===== config.mk =====
export PLATFORM = sky130hd
export DESIGN_NAME = vt100_report_tx
export DESIGN_NICKNAME = d
export VERILOG_FILES = /design/src/rtl/vt100_report_tx_pkg.sv /design/src/rtl/vt100_bin_to_bcd.sv /design/src/rtl/vt100_report_tx.sv
export SDC_FILE = /design/constraint.sdc
export NUM_CORES = 1
export LEC_CHECK = 0
export ABC_AREA = 0
export CAP_MARGIN = 20
export CORE_ASPECT_RATIO = 1.2
export CORE_UTILIZATION = 35
export DETAILED_ROUTE_END_ITERATION = 16
export SKIP_CTS_REPAIR_TIMING = 1
export SLEW_MARGIN = 40
export SYNTH_ARGS = -nofsm -noshare
export SYNTH_HDL_FRONTEND = slang
export SYNTH_SLANG_ARGS = --single-unit

===== constraint.sdc =====
create_clock -name clk -period 14.6 [get_ports clk]
set_clock_uncertainty 0.2 [all_clocks]
set_input_delay 2.92 -clock clk [delete_from_list [all_inputs] [get_ports clk]]
set_output_delay 2.92 -clock clk [all_outputs]
set_load 0.05 [all_outputs]

===== src/rtl/vt100_report_tx_pkg.sv =====
// rtl/vt100_report_tx_pkg.sv - shared types and ASCII constants for the VT100 report generator
package vt100_report_tx_pkg;

    typedef enum logic [1:0] {
        RPT_STATUS = 2'd0,
        RPT_CPR    = 2'd1,
        RPT_DA     = 2'd2,
        RPT_RSVD   = 2'd3
    } ReportType_t;

    typedef struct packed {
        logic [7:0] x;
        logic [7:0] y;
    } Cursor_t;

    typedef enum logic [2:0] {
        ST_IDLE,
        ST_ESC,
        ST_CSI,
        ST_PARAM,
        ST_FINAL
    } ReportState_t;

    localparam logic [7:0] ESC         = 8'h1B;
    localparam logic [7:0] CSI_BRACKET = 8'h5B;
    localparam logic [7:0] SEMI        = 8'h3B;
    localparam logic [7:0] QMARK       = 8'h3F;
    localparam logic [7:0] CHAR_R      = 8'h52;
    localparam logic [7:0] CHAR_n      = 8'h6E;
    localparam logic [7:0] CHAR_c      = 8'h63;
    localparam logic [7:0] CHAR_0      = 8'h30;
    localparam logic [7:0] CHAR_1      = 8'h31;

    // pos counts from the first printed digit; leading zeros are skipped via numDigits
    function automatic logic [7:0] digitChar(input logic [11:0] bcd, input logic [1:0] numDigits,
                                             input logic [2:0] pos);
        logic [2:0] sel;
        logic [3:0] d;
        sel = 3'd3 - {1'b0, numDigits} + pos;
        case (sel)
            3'd0:    d = bcd[11:8];
            3'd1:    d = bcd[7:4];
            default: d = bcd[3:0];
        endcase
        return CHAR_0 + {4'h0, d};
    endfunction

endpackage


===== src/rtl/vt100_bin_to_bcd.sv =====
// rtl/vt100_bin_to_bcd.sv - combinational 9-bit binary to 3 BCD digits plus printed digit count
module vt100_bin_to_bcd (
    input  logic [8:0]  bin,
    output logic [11:0] bcd,
    output logic [1:0]  numDigits
);

    logic [20:0] sr;

    // shift-add-3 conversion
    always_comb begin
        sr = {12'd0, bin};
        for (int i = 0; i < 9; i++) begin
            if (sr[12:9] >= 4'd5)  sr[12:9]  = sr[12:9] + 4'd3;
            if (sr[16:13] >= 4'd5) sr[16:13] = sr[16:13] + 4'd3;
            if (sr[20:17] >= 4'd5) sr[20:17] = sr[20:17] + 4'd3;
            sr = sr << 1;
        end
        bcd = sr[20:9];
        if (bcd[11:8] != 4'd0)     numDigits = 2'd3;
        else if (bcd[7:4] != 4'd0) numDigits = 2'd2;
        else                       numDigits = 2'd1;
    end

endmodule


===== src/rtl/vt100_report_tx.sv =====
// rtl/vt100_report_tx.sv - serialises DSR/CPR/DA answers as VT100 escape sequences
module vt100_report_tx
    import vt100_report_tx_pkg::*;
#(
    parameter int CPR_OFFSET = 1
) (
    input  logic        clk,
    input  logic        rst,
    input  logic        reqValid,
    input  ReportType_t reqType,
    output logic        reqReady,
    input  Cursor_t     cursor,
    output logic [7:0]  txData,
    output logic        txValid,
    input  logic        txReady,
    output logic        busy
);

    localparam logic [8:0] OFFSET9 = 9'(CPR_OFFSET);

    ReportState_t state, stateNext;
    ReportType_t  typeQ;
    logic [11:0]  rowBcd, colBcd, rowBcdQ, colBcdQ;
    logic [1:0]   rowCnt, colCnt, rowCntQ, colCntQ;
    logic [2:0]   paramIdx, idxNext, paramLen;
    logic [7:0]   paramByte, finalByte;
    logic         reqReadyQ, accept, txFire;
    logic [8:0]   rowBin, colBin;

    assign rowBin   = {1'b0, cursor.y} + OFFSET9;
    assign colBin   = {1'b0, cursor.x} + OFFSET9;
    assign accept   = reqValid && reqReadyQ;
    assign txValid  = (state != ST_IDLE);
    assign txFire   = txValid && txReady;
    assign reqReady = reqReadyQ;
    assign busy     = (state != ST_IDLE);

    vt100_bin_to_bcd u_row_bcd (.bin(rowBin), .bcd(rowBcd), .numDigits(rowCnt));
    vt100_bin_to_bcd u_col_bcd (.bin(colBin), .bcd(colBcd), .numDigits(colCnt));

    always_ff @(posedge clk) begin
        if (!rst) begin
            state     <= ST_IDLE;
            paramIdx  <= 3'd0;
            reqReadyQ <= 1'b1;
            typeQ     <= RPT_STATUS;
            rowBcdQ   <= 12'd0;
            colBcdQ   <= 12'd0;
            rowCntQ   <= 2'd1;
            colCntQ   <= 2'd1;
        end else begin
            state     <= stateNext;
            paramIdx  <= idxNext;
            reqReadyQ <= (stateNext == ST_IDLE);
            if (accept) begin
                typeQ   <= reqType;
                rowBcdQ <= rowBcd;
                colBcdQ <= colBcd;
                rowCntQ <= rowCnt;
                colCntQ <= colCnt;
            end
        end
    end

    // CPR parameter layout: row digits, ';', col digits
    always_comb begin
        paramLen  = 3'd1;
        paramByte = CHAR_0;
        finalByte = CHAR_n;
        case (typeQ)
            RPT_CPR: begin
                paramLen  = {1'b0, rowCntQ} + 3'd1 + {1'b0, colCntQ};
                finalByte = CHAR_R;
                if (paramIdx < {1'b0, rowCntQ})
                    paramByte = digitChar(rowBcdQ, rowCntQ, paramIdx);
                else if (paramIdx == {1'b0, rowCntQ})
                    paramByte = SEMI;
                else
                    paramByte = digitChar(colBcdQ, colCntQ, paramIdx - {1'b0, rowCntQ} - 3'd1);
            end
            RPT_DA: begin
                paramLen  = 3'd4;
                finalByte = CHAR_c;
                case (paramIdx)
                    3'd0:    paramByte = QMARK;
                    3'd1:    paramByte = CHAR_1;
                    3'd2:    paramByte = SEMI;
                    default: paramByte = CHAR_0;
                endcase
            end
            default: ;
        endcase
    end

    always_comb begin
        stateNext = state;
        idxNext   = paramIdx;
        txData    = 8'h00;
        case (state)
            ST_IDLE: begin
                if (accept && reqType != RPT_RSVD) stateNext = ST_ESC;
            end
            ST_ESC: begin
                txData = ESC;
                if (txFire) stateNext = ST_CSI;
            end
            ST_CSI: begin
                txData = CSI_BRACKET;
                if (txFire) begin
                    stateNext = ST_PARAM;
                    idxNext   = 3'd0;
                end
            end
            ST_PARAM: begin
                txData = paramByte;
                if (txFire) begin
                    if (paramIdx == paramLen - 3'd1) stateNext = ST_FINAL;
                    else                             idxNext   = paramIdx + 3'd1;
                end
            end
            ST_FINAL: begin
                txData = finalByte;
                if (txFire) stateNext = ST_IDLE;
            end
            default: stateNext = ST_IDLE;
        endcase
    end

endmodule


# Word-level counts from Yosys, hierarchy flattened
# Index checks and enable logic that the tools add are counted.
[word_totals]
ff_bits = 37
input_bits = 22
word_cells = 209
[classes]
n_reduce_logical = 15
eq_ne = 16
magnitude_cmp = 43
add_sub_neg = 56
n_mux = 71
[op_table]
columns = ["op", "n"]
rows = [
  [">= comparator 4 x 3 -> 1 bit (second input constant)", 36],
  ["2-to-1 mux 4 bit", 33],
  ["adder 4 x 2 -> 4 bit (second input constant)", 26],
  ["2-to-1 mux 3 bit", 23],
  ["one-hot mux 8 bit (4 select lines)", 1],
  ["adder 3 x 2 -> 3 bit (second input constant)", 10],
  ["adder 8 x 1 -> 9 bit (second input constant)", 2],
  ["one-hot mux 4 bit (2 select lines)", 2],
  ["nonzero test 4 bit", 4],
  ["zero test 3 bit", 5],
  ["one-hot mux 3 bit (5 select lines)", 1],
  ["adder 6 x 4 -> 7 bit (first input constant)", 2],
  ["2-to-1 mux 7 bit", 2],
  ["one-hot mux 7 bit (2 select lines)", 1],
  ["adder 1 x 2 -> 3 bit (second input constant)", 4],
  ["equality test 3 x 1 -> 1 bit (second input constant)", 4],
  [">= comparator 1 x 3 -> 1 bit (second input constant)", 4],
  ["one-hot mux 3 bit (2 select lines)", 2],
  ["one-hot mux 4 bit (3 select lines)", 1],
  ["one-hot mux 6 bit (2 select lines)", 1],
  ["equality test 3 x 2 -> 1 bit (second input constant)", 3],
  ["2-to-1 mux 2 bit", 4],
  ["!= test 2 bit (second input constant)", 4],
  ["adder 1 x 2 -> 3 bit (both inputs constant)", 2],
  ["18 further kinds", 24],
]

# Longest topological paths before layout
[logic_depth]
ltp_word = 20
mapped_depth = 37
ltp_nobuf = 35

# Hierarchy
# From an unflattened synthesis, not the netlist that was laid out.
[unflattened]
hier_cells = 756
hier_area_um2 = 5450.2
[by_module_without_submodules]
columns = ["module", "n_inst", "seq_area_each_um2", "cells_each", "area_per_inst_um2"]
rows = [
  ["vt100_report_tx", 1, 740.7, 309, 2492.4],
  ["vt100_bin_to_bcd at u_row_bcd", 1, 0.0, 235, 1534.0],
  ["vt100_bin_to_bcd at u_col_bcd", 1, 0.0, 212, 1423.9],
]

# Least setup slack after synthesis
# Ideal clock, no wire load.
[synth_path]
path_type = "in2reg"
from = "input cursor[8] in the netlist's numbering"
to = "register colCntQ[0]"
setup_ps = 74
n_path_buf = 2
stages = 36
setup_slack_ps = 4258
t_arrival_ps = 10068
required_ps = 14326
cell_sequence = "ha_1 -> nand3_2 -> or3_1 -> buf_2 -> nand3_1 -> ha_1 -> buf_1 -> xnor3_1 -> ha_1 -> nand2b_1 -> nand3_1 -> nand2_1 -> xnor2_1 -> ha_1 -> nor2b_1 -> nor2_1 -> a2111oi_0 -> nor3b_1 -> mux2i_1 -> nor2_1 -> inv_2 -> ha_1 -> nor2b_1 -> a31oi_1 -> nor2_1 -> xnor2_1 -> ha_1 -> nand2b_1 -> nand2_1 -> o21ai_0 -> a32o_1 -> a221o_1 -> o21bai_1 -> xor2_1 -> a211o_1 -> a31oi_1"
[synth_via]
elab_chain_cells = 20
word_cells_on_any_way = 62
classes_between = "20 x add/sub; 19 x order compare; 21 x mux; 2 x reduce/logical"
[synth_rtl]
columns = ["element", "line", "text"]
rows = [
  ["start, declared", "vt100_report_tx.sv:12", "input Cursor_t cursor,"],
  ["adder 8 x 1 -> 9 bit *", "vt100_report_tx.sv:31", "assign colBin = {1'b0, cursor.x} + OFFSET9;"],
  [">= comparator 1 x 3 -> 1 bit / adder 1 x 2 -> 3 bit (equally long branches)", "vt100_bin_to_bcd.sv:14", "if (sr[12:9] >= 4'd5) sr[12:9] = sr[12:9] + 4'd3;"],
  ["2-to-1 mux 3 bit", "vt100_bin_to_bcd.sv:14", ""],
  ["adder 4 x 2 -> 4 bit / >= comparator 4 x 3 -> 1 bit (equally long branches)", "vt100_bin_to_bcd.sv:14", ""],
  ["2-to-1 mux 4 bit", "vt100_bin_to_bcd.sv:14", ""],
  ["adder 4 x 2 -> 4 bit, or another cell as far along", "vt100_bin_to_bcd.sv:14", ""],
  ["2-to-1 mux 4 bit (on tied branches)", "vt100_bin_to_bcd.sv:14, vt100_bin_to_bcd.sv:15", ""],
  ["adder 4 x 2 -> 4 bit, or another cell as far along", "vt100_bin_to_bcd.sv:14", ""],
  ["[4 not listed]", "-", ""],
  ["2-to-1 mux 4 bit (on tied branches)", "vt100_bin_to_bcd.sv:15, vt100_bin_to_bcd.sv:14", ""],
  ["adder 4 x 2 -> 4 bit, or another cell as far along", "vt100_bin_to_bcd.sv:15", "if (sr[16:13] >= 4'd5) sr[16:13] = sr[16:13] + 4'd3;"],
  ["2-to-1 mux 4 bit (on tied branches)", "vt100_bin_to_bcd.sv:15, vt100_bin_to_bcd.sv:14", ""],
  [">= comparator 4 x 3 -> 1 bit, or another cell as far along", "vt100_bin_to_bcd.sv:15", ""],
  ["2-to-1 mux 4 bit (on tied branches)", "vt100_bin_to_bcd.sv:15, vt100_bin_to_bcd.sv:14", ""],
  ["nonzero test 4 bit", "vt100_bin_to_bcd.sv:21", "else if (bcd[7:4] != 4'd0) numDigits = 2'd2;"],
  ["2-to-1 mux 2 bit", "vt100_bin_to_bcd.sv:21", ""],
  ["2-to-1 mux 2 bit *", "vt100_bin_to_bcd.sv:20", "if (bcd[11:8] != 4'd0) numDigits = 2'd3;"],
  ["end signal, assigned", "vt100_report_tx.sv:60", "colCntQ <= colCnt;"],
  ["end, declared", "vt100_report_tx.sv:24", "logic [1:0] rowCnt, colCnt, rowCntQ, colCntQ;"],
]
# Every way passes the cells marked *; elsewhere a longest branch is shown, timed or not.
# A chain may end at the register's enable or synchronous reset.

# Worst setup path after layout
# Ends and elaborated chain as after synthesis.

==> metrics.txt <==
HPWL Detailed=9760 um; CTS sink cnt=35; die width=roughly 110 um; post-synth net total=733; final net count=roughly 750; relative slew slack=0.456; Avg Synthesized Cell Area=between 7 and 8 um^2; Critical Path RT=about 15 ns; share of layout cells above drive strength 1=0.0924; Detailed Routing Iterations Pass 1=4; R2R Setup Slk=11.29 ns; initial antenna violation count=0; Synth Area in Adders=0.121; number of global-route vias before repair=approximately 4,700; Largest stage delay, worst path=0.64 ns; post-synth cell types=~100; most used cell along the critical path=ha_1; fin crit share=0.817; CTS tree=built; Layout area overhead=11.8%; DR DRC count=0; Post-DRT Antenna Nets=0; pin count of the biggest net entering global routing=40; Critical Path Start Type=input port; status=finished clean; fin crit period=approximately 12 ns; xor/xnor share of the synthesized area=0.0540; worst setup path class=in -> reg; clk_lat worst skew=approximately 0.28 ns; RSZ-0062 raised after global routing=no; fmax=around 84 MHz; GPL Wtd Cong=between 0.8 and 0.9; die area=0.0146 mm^2; largest fanout on the critical path=13; crit path DAT=around 12 ns; Inserted Clock Buffers=5; most frequent cells in the layout=75 x nor2_1, 70 x nand2_1, 43 x ha_1, 42 x a21oi_1, 37 x o21ai_0; H-tree level count=2; top cells by area, synth=dfxtp_1 14%, ha_1 11%, nor2_1 5.7%, nand2_1 5.3%, mux2i_1 4.6%; Global Route Usage Sum=0.164; Post-synth EDFFs=0; first-pass GRT wire length=between 20,000 and 25,000 um; clk root buf=clkbuf_16; simple-gate share of the synthesized area=0.262; Boundary Pins=33; complex-gate fraction of the synthesized area=0.296; crit end category=register; pwr/cell area=~100 mW/mm^2; dpl ws=2.38 ns; vias=just under 5,000; post-synth top area share=0.141; Final setup viols=0; cell area after synthesis=between 0.004 and 0.005 mm^2; Max Slew Vio Count=0; Cells after Synth=approximately 670; worst slew pin tran=a little over 0.8 ns; starting density of the core=0.359; Max Cap Violations=0; sequential fraction of the synthesis area=0.141; IR drop worst, VDD=0.0000852 V; CTS max path bufs=2; commonest non-fill, non-tap cell in the layout=nor2_1; leak pwr=about 2.2 nW; per-cell routed wire length=about 14 um; core area=0.0138 mm^2; Hold Fails Final Rpt=0; total global routing overflow=0; Iter 0 DRT Violations=between 200 and 300; setup TNS=0 ns; Rows=47; filler cell count in the final layout=roughly 1,400; main combinational cell family by area after synthesis=compound AO/OA/AOI/OAI gates; post-synthesis mux area share=0.0758; Crit-path slowest cell=a2111oi_1; Main synth FF type=dfxtp_1; Syn. warnings=0; chip height=132 um; Port Buffer Count=31; Worst-path clk slew=about 0.050 ns; ys async rst share=0; Synth area leader=dfxtp_1; worst min path class=reg -> reg; fin worst setup slack=~2.7 ns; vias per inst=roughly 5.7; Inserted Diodes=0; flops & latches, synth=35; Post-Route WL=roughly 12,000 um
-- flip-flops by register name, indices dropped and copies added, names as in the netlist --
name      cells
reqReady      1
paramIdx      3
rowBcdQ      11
state         3
colBcdQ      11
rowCntQ       2
colCntQ       2
typeQ         2
-- critical path, delay by kind of cell --
family / cells / cell delay (ns)
mux: 1 / 0.19
simple gates: 14 / 2.80
fa+ha+maj: 6 / 1.85
buf+inv: 2 / 0.62
xor+xnor: 4 / 1.11
compound gates: 8 / 2.43
-- area by class of cell --
type                    count  area, um^2  area share
clock buffers               7         153      0.0276
clock inverters             1        7.51     0.00136
inverters                  37         139      0.0251
multi-input cells         571        4010       0.725
flip-flops and latches     35         701       0.127
well taps                 171         214      0.0386
repair buffers             31         310      0.0560
-- cells by family (layout without fill, tap and decap cells) --
| group | count (synthesis) | count (layout) |
|---|---|---|
| multiplexers | 34 | 34 |
| AND/OR/NAND/NOR | 259 | 259 |
| AO/OA/AOI/OAI | 202 | 202 |
| other | 1 | 1 |
| adder cells (fa/ha/maj) | 46 | 46 |
| flip-flops | 35 | 35 |
| buffers and inverters | 59 | 76 |
| XOR/XNOR | 29 | 29 |
-- per-stage QoR --
stage                     hold WS (ns)  total power [mW]  std cells  cell area [um^2]  utilization
after floorplan                  0.232             0.393        665              4950            -
after global placement           0.241             0.456        845              5380        0.389
after detailed placement         0.253             0.465        845              5380        0.389
after CTS                        0.261             0.579        853              5540        0.401
after global routing             0.292             0.622        853              5540        0.401
final                            0.261             0.576        853              5540        0.401
-- layer usage --
metal / GRT usage / vias up / wire length, um
li1: - / 2485 / -
met1: 0.185 / 2278 / 5230
met2: 0.321 / 84 / 6400
met3: 0.0156 / 14 / 311
met4: 0.0489 / 0 / 201
met5: 0 / - / 0
-- cells in the mapped netlist (16+ instances only) --
cell,n
o21ai_0,37
xnor2_1,24
nand2_1,70
dfxtp_1,35
ha_1,43
nor3_1,19
inv_1,34
mux2i_1,23
clkbuf_1,16
a21oi_1,42
nor2_1,75
nand3_1,17
-- worst paths after layout --
kind / from / cells after the start / to
setup / recovery: cursor[8] / 35 / colCntQ[0]
hold / removal: colBcdQ[4] / 2 / colBcdQ[4]
setup reg to reg: rowCntQ[0] / 12 / paramIdx[2]
hold reg to reg: colBcdQ[4] / 2 / colBcdQ[4]
-- power by group --
part | total (mW) | internal, mW | switching [mW]
clock | 0.112 | 0.0724 | 0.0392
sequential | 0.120 | 0.110 | 0.0103
combinational | 0.344 | 0.141 | 0.202
total | 0.576 | 0.324 | 0.252
(Power assumes the default switching activity.)
